[config.mk]
export PLATFORM = sky130hd
export DESIGN_NAME = accum_window_sampler
export DESIGN_NICKNAME = d
export VERILOG_FILES = /design/src/rtl/accum_window_sampler.sv
export SDC_FILE = /design/constraint.sdc
export NUM_CORES = 1
export LEC_CHECK = 0
export CAP_MARGIN = 10
export CORE_ASPECT_RATIO = 2
export CORE_MARGIN = 5
export CORE_UTILIZATION = 39
export CTS_CLUSTER_SIZE = 25
export DETAILED_ROUTE_END_ITERATION = 10
export DONT_BUFFER_PORTS = 1
export PLACE_DENSITY = 0.5
export SLEW_MARGIN = 20
export SYNTH_ARGS = -nofsm -noshare
export SYNTH_HDL_FRONTEND = slang
export SYNTH_SLANG_ARGS = --single-unit
[constraint.sdc]
create_clock -name clk -period 4.5 [get_ports clk]
set_clock_uncertainty 0.15 [all_clocks]
set_input_delay 0.225 -clock clk [delete_from_list [all_inputs] [get_ports clk]]
set_output_delay 0.225 -clock clk [all_outputs]
set_load 0.005 [all_outputs]
[src/rtl/accum_window_sampler.sv]
// accum_window_sampler: snapshots a saturating accumulator every WINDOW inputs into a 2-entry valid/ready FIFO
// Optional feature macro: ACCUM_SAMPLER_DELTA_EN (per-entry delta to the previous snapshot).
// Ports:
//   clk, rst_b       clock (rising edge), asynchronous active-low reset
//   din_en           accumulator input-enable strobe
//   acc[15:0]        accumulator running total (signed), updates 1 cycle after din_en
//   out_ready        consumer ready
//   ovr_clr          synchronous clear of overrun
//   out_valid        FIFO head valid
//   out_data[15:0]   head snapshot (signed)
//   out_sat          head snapshot sits on a saturation bound
//   out_delta[16:0]  head snapshot minus previous snapshot (0 when feature disabled)
//   overrun          sticky drop flag
module accum_window_sampler #(
    parameter int unsigned        WINDOW    = 16,
    parameter logic signed [15:0] MAX_BOUND = 16'sh7fff,
    parameter logic signed [15:0] MIN_BOUND = -16'sh7fff
) (
    input  logic               clk,
    input  logic               rst_b,
    input  logic               din_en,
    input  logic signed [15:0] acc,
    input  logic               out_ready,
    input  logic               ovr_clr,
    output logic               out_valid,
    output logic signed [15:0] out_data,
    output logic               out_sat,
    output logic signed [16:0] out_delta,
    output logic               overrun
);
`ifdef ACCUM_SAMPLER_DELTA_EN
    localparam int EW = 34;
`else
    localparam int EW = 17;
`endif
    localparam logic [15:0] LAST = 16'(WINDOW - 1);
    logic [15:0]   cnt_q, cnt_d;
    logic          cap_pend_q, cap_pend_d;
    logic [1:0]    fcnt_q, fcnt_d;
    logic [EW-1:0] mem0_q, mem0_d, mem1_q, mem1_d, entry;
    logic          overrun_q, overrun_d;
    logic          pop, push, sat, wr_slot;
`ifdef ACCUM_SAMPLER_DELTA_EN
    logic signed [15:0] prev_q, prev_d;
    logic [16:0]        delta;
`endif
    always_comb begin
        sat        = acc == MAX_BOUND || acc == MIN_BOUND;
`ifdef ACCUM_SAMPLER_DELTA_EN
        delta      = {acc[15], acc} - {prev_q[15], prev_q};
        entry      = {delta, sat, acc};
        // prev follows every capture, including ones the full FIFO drops
        prev_d     = cap_pend_q ? acc : prev_q;
`else
        entry      = {sat, acc};
`endif
        pop        = out_valid && out_ready;
        // a full FIFO still accepts the capture when the head leaves this cycle
        push       = cap_pend_q && (fcnt_q != 2'd2 || pop);
        overrun_d  = (cap_pend_q && !push) || (overrun_q && !ovr_clr);
        cap_pend_d = din_en && cnt_q == LAST;
        cnt_d      = din_en ? (cnt_q == LAST ? 16'd0 : cnt_q + 16'd1) : cnt_q;
        fcnt_d     = fcnt_q + {1'b0, push} - {1'b0, pop};
        // slot the new entry lands in after any pop has shifted the queue
        wr_slot    = fcnt_q == 2'd2 || (fcnt_q == 2'd1 && !pop);
        mem0_d     = push && !wr_slot ? entry : (pop && fcnt_q == 2'd2 ? mem1_q : mem0_q);
        mem1_d     = push && wr_slot ? entry : mem1_q;
    end
    always_ff @(posedge clk or negedge rst_b) begin
        if (!rst_b) begin
            cnt_q      <= '0;
            cap_pend_q <= 1'b0;
            fcnt_q     <= '0;
            mem0_q     <= '0;
            mem1_q     <= '0;
            overrun_q  <= 1'b0;
        end else begin
            cnt_q      <= cnt_d;
            cap_pend_q <= cap_pend_d;
            fcnt_q     <= fcnt_d;
            mem0_q     <= mem0_d;
            mem1_q     <= mem1_d;
            overrun_q  <= overrun_d;
        end
    end
`ifdef ACCUM_SAMPLER_DELTA_EN
    always_ff @(posedge clk or negedge rst_b) begin
        if (!rst_b) prev_q <= '0;
        else        prev_q <= prev_d;
    end
    assign out_delta = mem0_q[33:17];
`else
    assign out_delta = '0;
`endif
    assign out_valid = fcnt_q != 2'd0;
    assign out_data  = mem0_q[15:0];
    assign out_sat   = mem0_q[16];
    assign overrun   = overrun_q;
endmodule

Word-level counts from Yosys, hierarchy flattened

Cells that the tools add are included.

Flip-flop bits (word level): 54
Bits of input ports: 21
Output and inout bits: 36

Add/sub/neg operators: 3
Equal/unequal tests: 6
Multiplexer cells: 3
Reduce and logical (&&, ||, !) cells: 19

Operator list:

| operator                                              | count |
|---|---|
| 2-to-1 mux 17 bit                                     | 2 |
| equality test 16 bit (second input constant)          | 2 |
| adder 16 x 1 -> 16 bit (second input constant)        | 1 |
| equality test 16 x 4 -> 1 bit (second input constant) | 1 |
| 2-to-1 mux 16 bit                                     | 1 |
| logical AND 1 bit                                     | 9 |
| logical NOT 1 bit                                     | 4 |
| logical OR 1 bit                                      | 4 |
| nonzero test 2 bit                                    | 2 |
| adder 2 x 1 -> 2 bit                                  | 1 |
| equality test 2 x 1 -> 1 bit (second input constant)  | 1 |
| equality test 2 bit (second input constant)           | 1 |
| != test 2 bit (second input constant)                 | 1 |
| subtractor 2 x 1 -> 2 bit                             | 1 |

Logic depth before layout (Yosys ltp)

Depth after elaboration: 8
Depth in mapped cells: 7
Gate-level depth less buffers: 7

Worst setup path after synthesis

Ideal clock, no wire load.

Path type: register -> register
Start: reg fcnt_q[1]
End: reg fcnt_q[1]
Library setup time: 0.124 ns
Arrival: 1.584 ns
Path slack: 2.641 ns
Cell stages (with the launch flop): 8
Buffers on the path: 0
Period minus slack after synthesis: 1.859 ns
Cells stage by stage: dfrtp_1 -> or2_2 -> and2_1 -> ha_1 -> inv_1 -> ha_1 -> xnor2_1 -> xnor2_1

Word-level cells in the longest chain between the ends: 6
Elaborated cells on any way between the ends: 7
Those cells by class: 2 x add/sub; 1 x eq/ne; 4 x reduce/logical

Ends and longest elaborated chain:

| what                          | line | source |
|---|---|---|
| from (decl)                   | 39   | `logic [1:0] fcnt_q, fcnt_d;` |
| from (signal assigned)        | 80   | `fcnt_q <= fcnt_d;` |
| nonzero test 2 bit (*)        | 95   | `assign out_valid = fcnt_q != 2'd0;` |
| net out_valid                 | 25   | `output logic out_valid,` |
| logical AND 1 bit (*)         | 57   | `pop = out_valid && out_ready;` |
| logical OR 1 bit              | 59   | `push = cap_pend_q && (fcnt_q != 2'd2 \|\| pop);` |
| logical AND 1 bit             | 59   |  |
| adder 2 x 1 -> 2 bit          | 63   | `fcnt_d = fcnt_q + {1'b0, push} - {1'b0, pop};` |
| subtractor 2 x 1 -> 2 bit (*) | 63   |  |
| net fcnt_d[1]                 | 39   |  |

The timed path passes the listed nets; every way through them passes the cells marked *.
A chain may end at the register's enable or synchronous reset.

Worst setup path in the final report

Start: reg fcnt_q[1]
End: reg mem1_q[1]

Word-level cells in the longest chain between the ends: 6
Elaborated cells on any way between the ends: 11
Those cells by class: 3 x eq/ne; 8 x reduce/logical

Ends and longest elaborated chain:

| what                  | line | source |
|---|---|---|
| nonzero test 2 bit    | 95   |  |
| logical AND 1 bit     | 57   |  |
| logical NOT 1 bit     | 65   | `wr_slot = fcnt_q == 2'd2 \|\| (fcnt_q == 2'd1 && !pop);` |
| logical AND 1 bit     | 65   |  |
| logical OR 1 bit      | 65   |  |
| logical AND 1 bit (*) | 67   | `mem1_d = push && wr_slot ? entry : mem1_q;` |
| to (signal assigned)  | 82   | `mem1_q <= mem1_d;` |
| to (decl)             | 40   | `logic [EW-1:0] mem0_q, mem0_d, mem1_q, mem1_d, entry;` |

Mark *: on every way between the ends. The rest lies on a longest branch, timed or not.

==> impl_metrics.tcl <==
set metrics [dict create \
    setup_slack_ns 2.216 \
    synth_edf_count 0 \
    worstMarginPinSlew_ns 0.9157 \
    dp_hpwl_um 3811 \
    fin_crit_ns 2.284 \
    reg2regPathDepth 3 \
    grt_pass1_wl_um 9142 \
    drive_above_1_share_pct 12.11 \
    rows 41 \
    fp.dieArea_um2 8393 \
    first_pass_iters 4 \
    synth_top_cell_by_area "dfrtp_1" \
    num-nets-final 279 \
    cts_max_level 2 \
    ys_seq_area_share_pct 52.71 \
    syn_to_final_growth_pct 15.18 \
    n_antenna_cell 0 \
    totalWireLength_um 5548 \
    crit_arrival_ns 2.31 \
    ys_async_sr_fraction_pct 100.0 \
    cts_tree "done" \
    post-place-ws_ns 2.182 \
    drc 0 \
    cp_max_fo 20 \
    grt_overflow 0 \
    status "complete, no violations" \
    synth_area_um2 2564 \
    final.setup.tns_ns 0 \
    synth-seq-cells 54 \
    synthCells 235 \
    drtIter0Drc 101 \
    drv_cap 0 \
    hold_violations 0 \
    crit_path_start_kind "flip-flop" \
    cts_buffers 5 \
    min-delay-path-class "in -> reg" \
    io_pins 57 \
    crit_required_ns 4.52 \
    vias 1724 \
    p_leak_nw 1.432 \
    grt_pass1_vias 1812 \
    clk_pin_slew_worst_paths_ns 0.07 \
    ir_worst_vdd_mv 0.2507 \
    grt_usage_pct 14.51 \
    antenna_found_initial 0 \
    dieHeight_um 124.7 \
    endpoint_kind "flip-flop" \
    grt_max_degree 55 \
    clk_latency_ns 0.30 \
    fin_crit_sh_pct 50.75 \
    critPathKind "reg -> reg" \
    fmax_ghz 0.4379 \
    post_cts_buffers 0 \
    avgSynthCellArea_um2 10.91 \
    synth_cell_type_count 41 \
    via_per_inst 5.041 \
    port_buffers 0 \
    setup_viol 0 \
    core_um2 6361 \
    synth_area_leaders "dfrtp_1, mux2_2, nand2_1" \
    post-route-util_pct 46.42 \
    synth_top_area_share_pct 52.71 \
    max-slew-margin-rel_pct 38.95 \
    clk_path_buf_depth 2 \
    hold_depth 3 \
    antenna_left 0 \
    maxSlewViolCount 0 \
    rsz0062_at_grt "no" \
    whs_ns 0.07034 \
    power.density_nw_per_um2 489.2 \
    initial_core_util_pct 40.30 \
    gp_congestion 0.7208 \
    cts-root-buf "clkbuf_16" \
    synth_flop_cell "dfrtp_1" \
    yosys_warnings 0 \
    cts.sinks 54 \
    wire_per_inst_um 16.22 \
    die_w_um 67.33 \
]
## through the flow
| step | cell area [µm²] | instances | power (W) |
|---|---|---|---|
| after global routing | 2953 | 342 | 0.001535 |
| after floorplan | 2624 | 251 | 0.0009335 |
| after CTS | 2953 | 342 | 0.001465 |
| after detailed placement | 2552 | 313 | 0.0009807 |
| final | 2953 | 342 | 0.001445 |
| after global placement | 2552 | 313 | 0.0009687 |
## critical path, stage by stage (launching register included)
cell,delay (ns)
dfrtp_1,0.43
and3b_2,0.40
o21ai_2,0.77
mux2_2,0.42
## worst paths after layout
check | to | from | slack, ns
setup / recovery | mem1_q[1] | fcnt_q[1] | 2.22
hold / removal | cnt_q[9] | din_en | 0.07
setup reg to reg | mem1_q[1] | fcnt_q[1] | 2.22
hold reg to reg | cnt_q[15] | cnt_q[15] | 0.33
max in group asynchronous | cnt_q[15] | rst_b | 3.65
min in group asynchronous | mem0_q[0] | rst_b | 0.32
## flip-flops by register name, indices dropped and copies added (netlist names)
name and cells:
mem1_q 17, mem0_q 17, fcnt_q 2, cap_pend_q 1, overrun 1, cnt_q 16
## kinds of logic (layout without fill, tap and decap cells)
| family | count (synthesis) | count (layout) | synth area share, % |
|---|---|---|---|
| other cells | 1 | 17 | 0.1463 |
| simple gates | 91 | 91 | 17.96 |
| flops | 54 | 54 | 52.71 |
| fa+ha+maj | 3 | 3 | 1.464 |
| xor+xnor | 14 | 14 | 4.783 |
| mux | 17 | 17 | 7.418 |
| buf+inv | 28 | 33 | 7.564 |
| compound gates | 27 | 27 | 7.955 |
## cells in the mapped netlist, types with 4 or more instances
cell type / instances
a22oi_1: 16
and3_1: 4
buf_4: 18
dfrtp_1: 54
inv_1: 4
mux2_2: 16
nand2_1: 44
nand3_1: 7
nand4_1: 7
nor2_1: 6
nor4_1: 7
xnor2_1: 9
xor2_1: 5
## cells in the final DEF (no fill, tap or decap), drive strengths merged, types with 4 or more instances in the layout
| cell | Yosys | layout |
|---|---|---|
| inv | 4 | 5 |
| nand3 | 7 | 7 |
| nand2 | 44 | 44 |
| xnor2 | 9 | 9 |
| a22oi | 16 | 16 |
| dlygate4sd3 | 0 | 20 |
| nor4 | 7 | 7 |
| nand4 | 7 | 7 |
| conb | 1 | 17 |
| mux2 | 16 | 16 |
| clkbuf | 2 | 5 |
| and3 | 5 | 5 |
| nor2 | 6 | 6 |
| dfrtp | 54 | 54 |
| o21ai | 4 | 4 |
| xor2 | 5 | 5 |
## per-layer routing
metal | GRT usage (%) | wire length (µm) | up-vias
met1 | 15.27 | 2049 | 844
met4 | 7.895 | 189 | 0
li1 | - | - | 827
met3 | 3.159 | 239 | 13
met5 | 0 | 0 | -
met2 | 25.46 | 3070 | 40
## cell type report
cell class	instances	area, µm²
clock buffer	5	125.1
clock inverter	3	47.55
fill	627	3408
inverter	4	15.01
multi-input combinational	169	1079
sequential	54	1351
tap	86	107.6
timing repair buffer	21	227.7
## power by group
part | internal, W | leakage (nW) | switching (W)
Combinational | 0.000148 | 0.618 | 0.000144
Clock | 0.000266 | 0.0844 | 0.000183
Sequential | 0.000615 | 0.729 | 0.0000884
Total | 0.00103 | 1.43 | 0.000415
## repair_timing
action	in CTS	in global routing
endpoints found under the hold margin	95	0
hold buffers	21	0
resized for setup	0	0
Note: power is estimated with default switching activity, not from simulation.
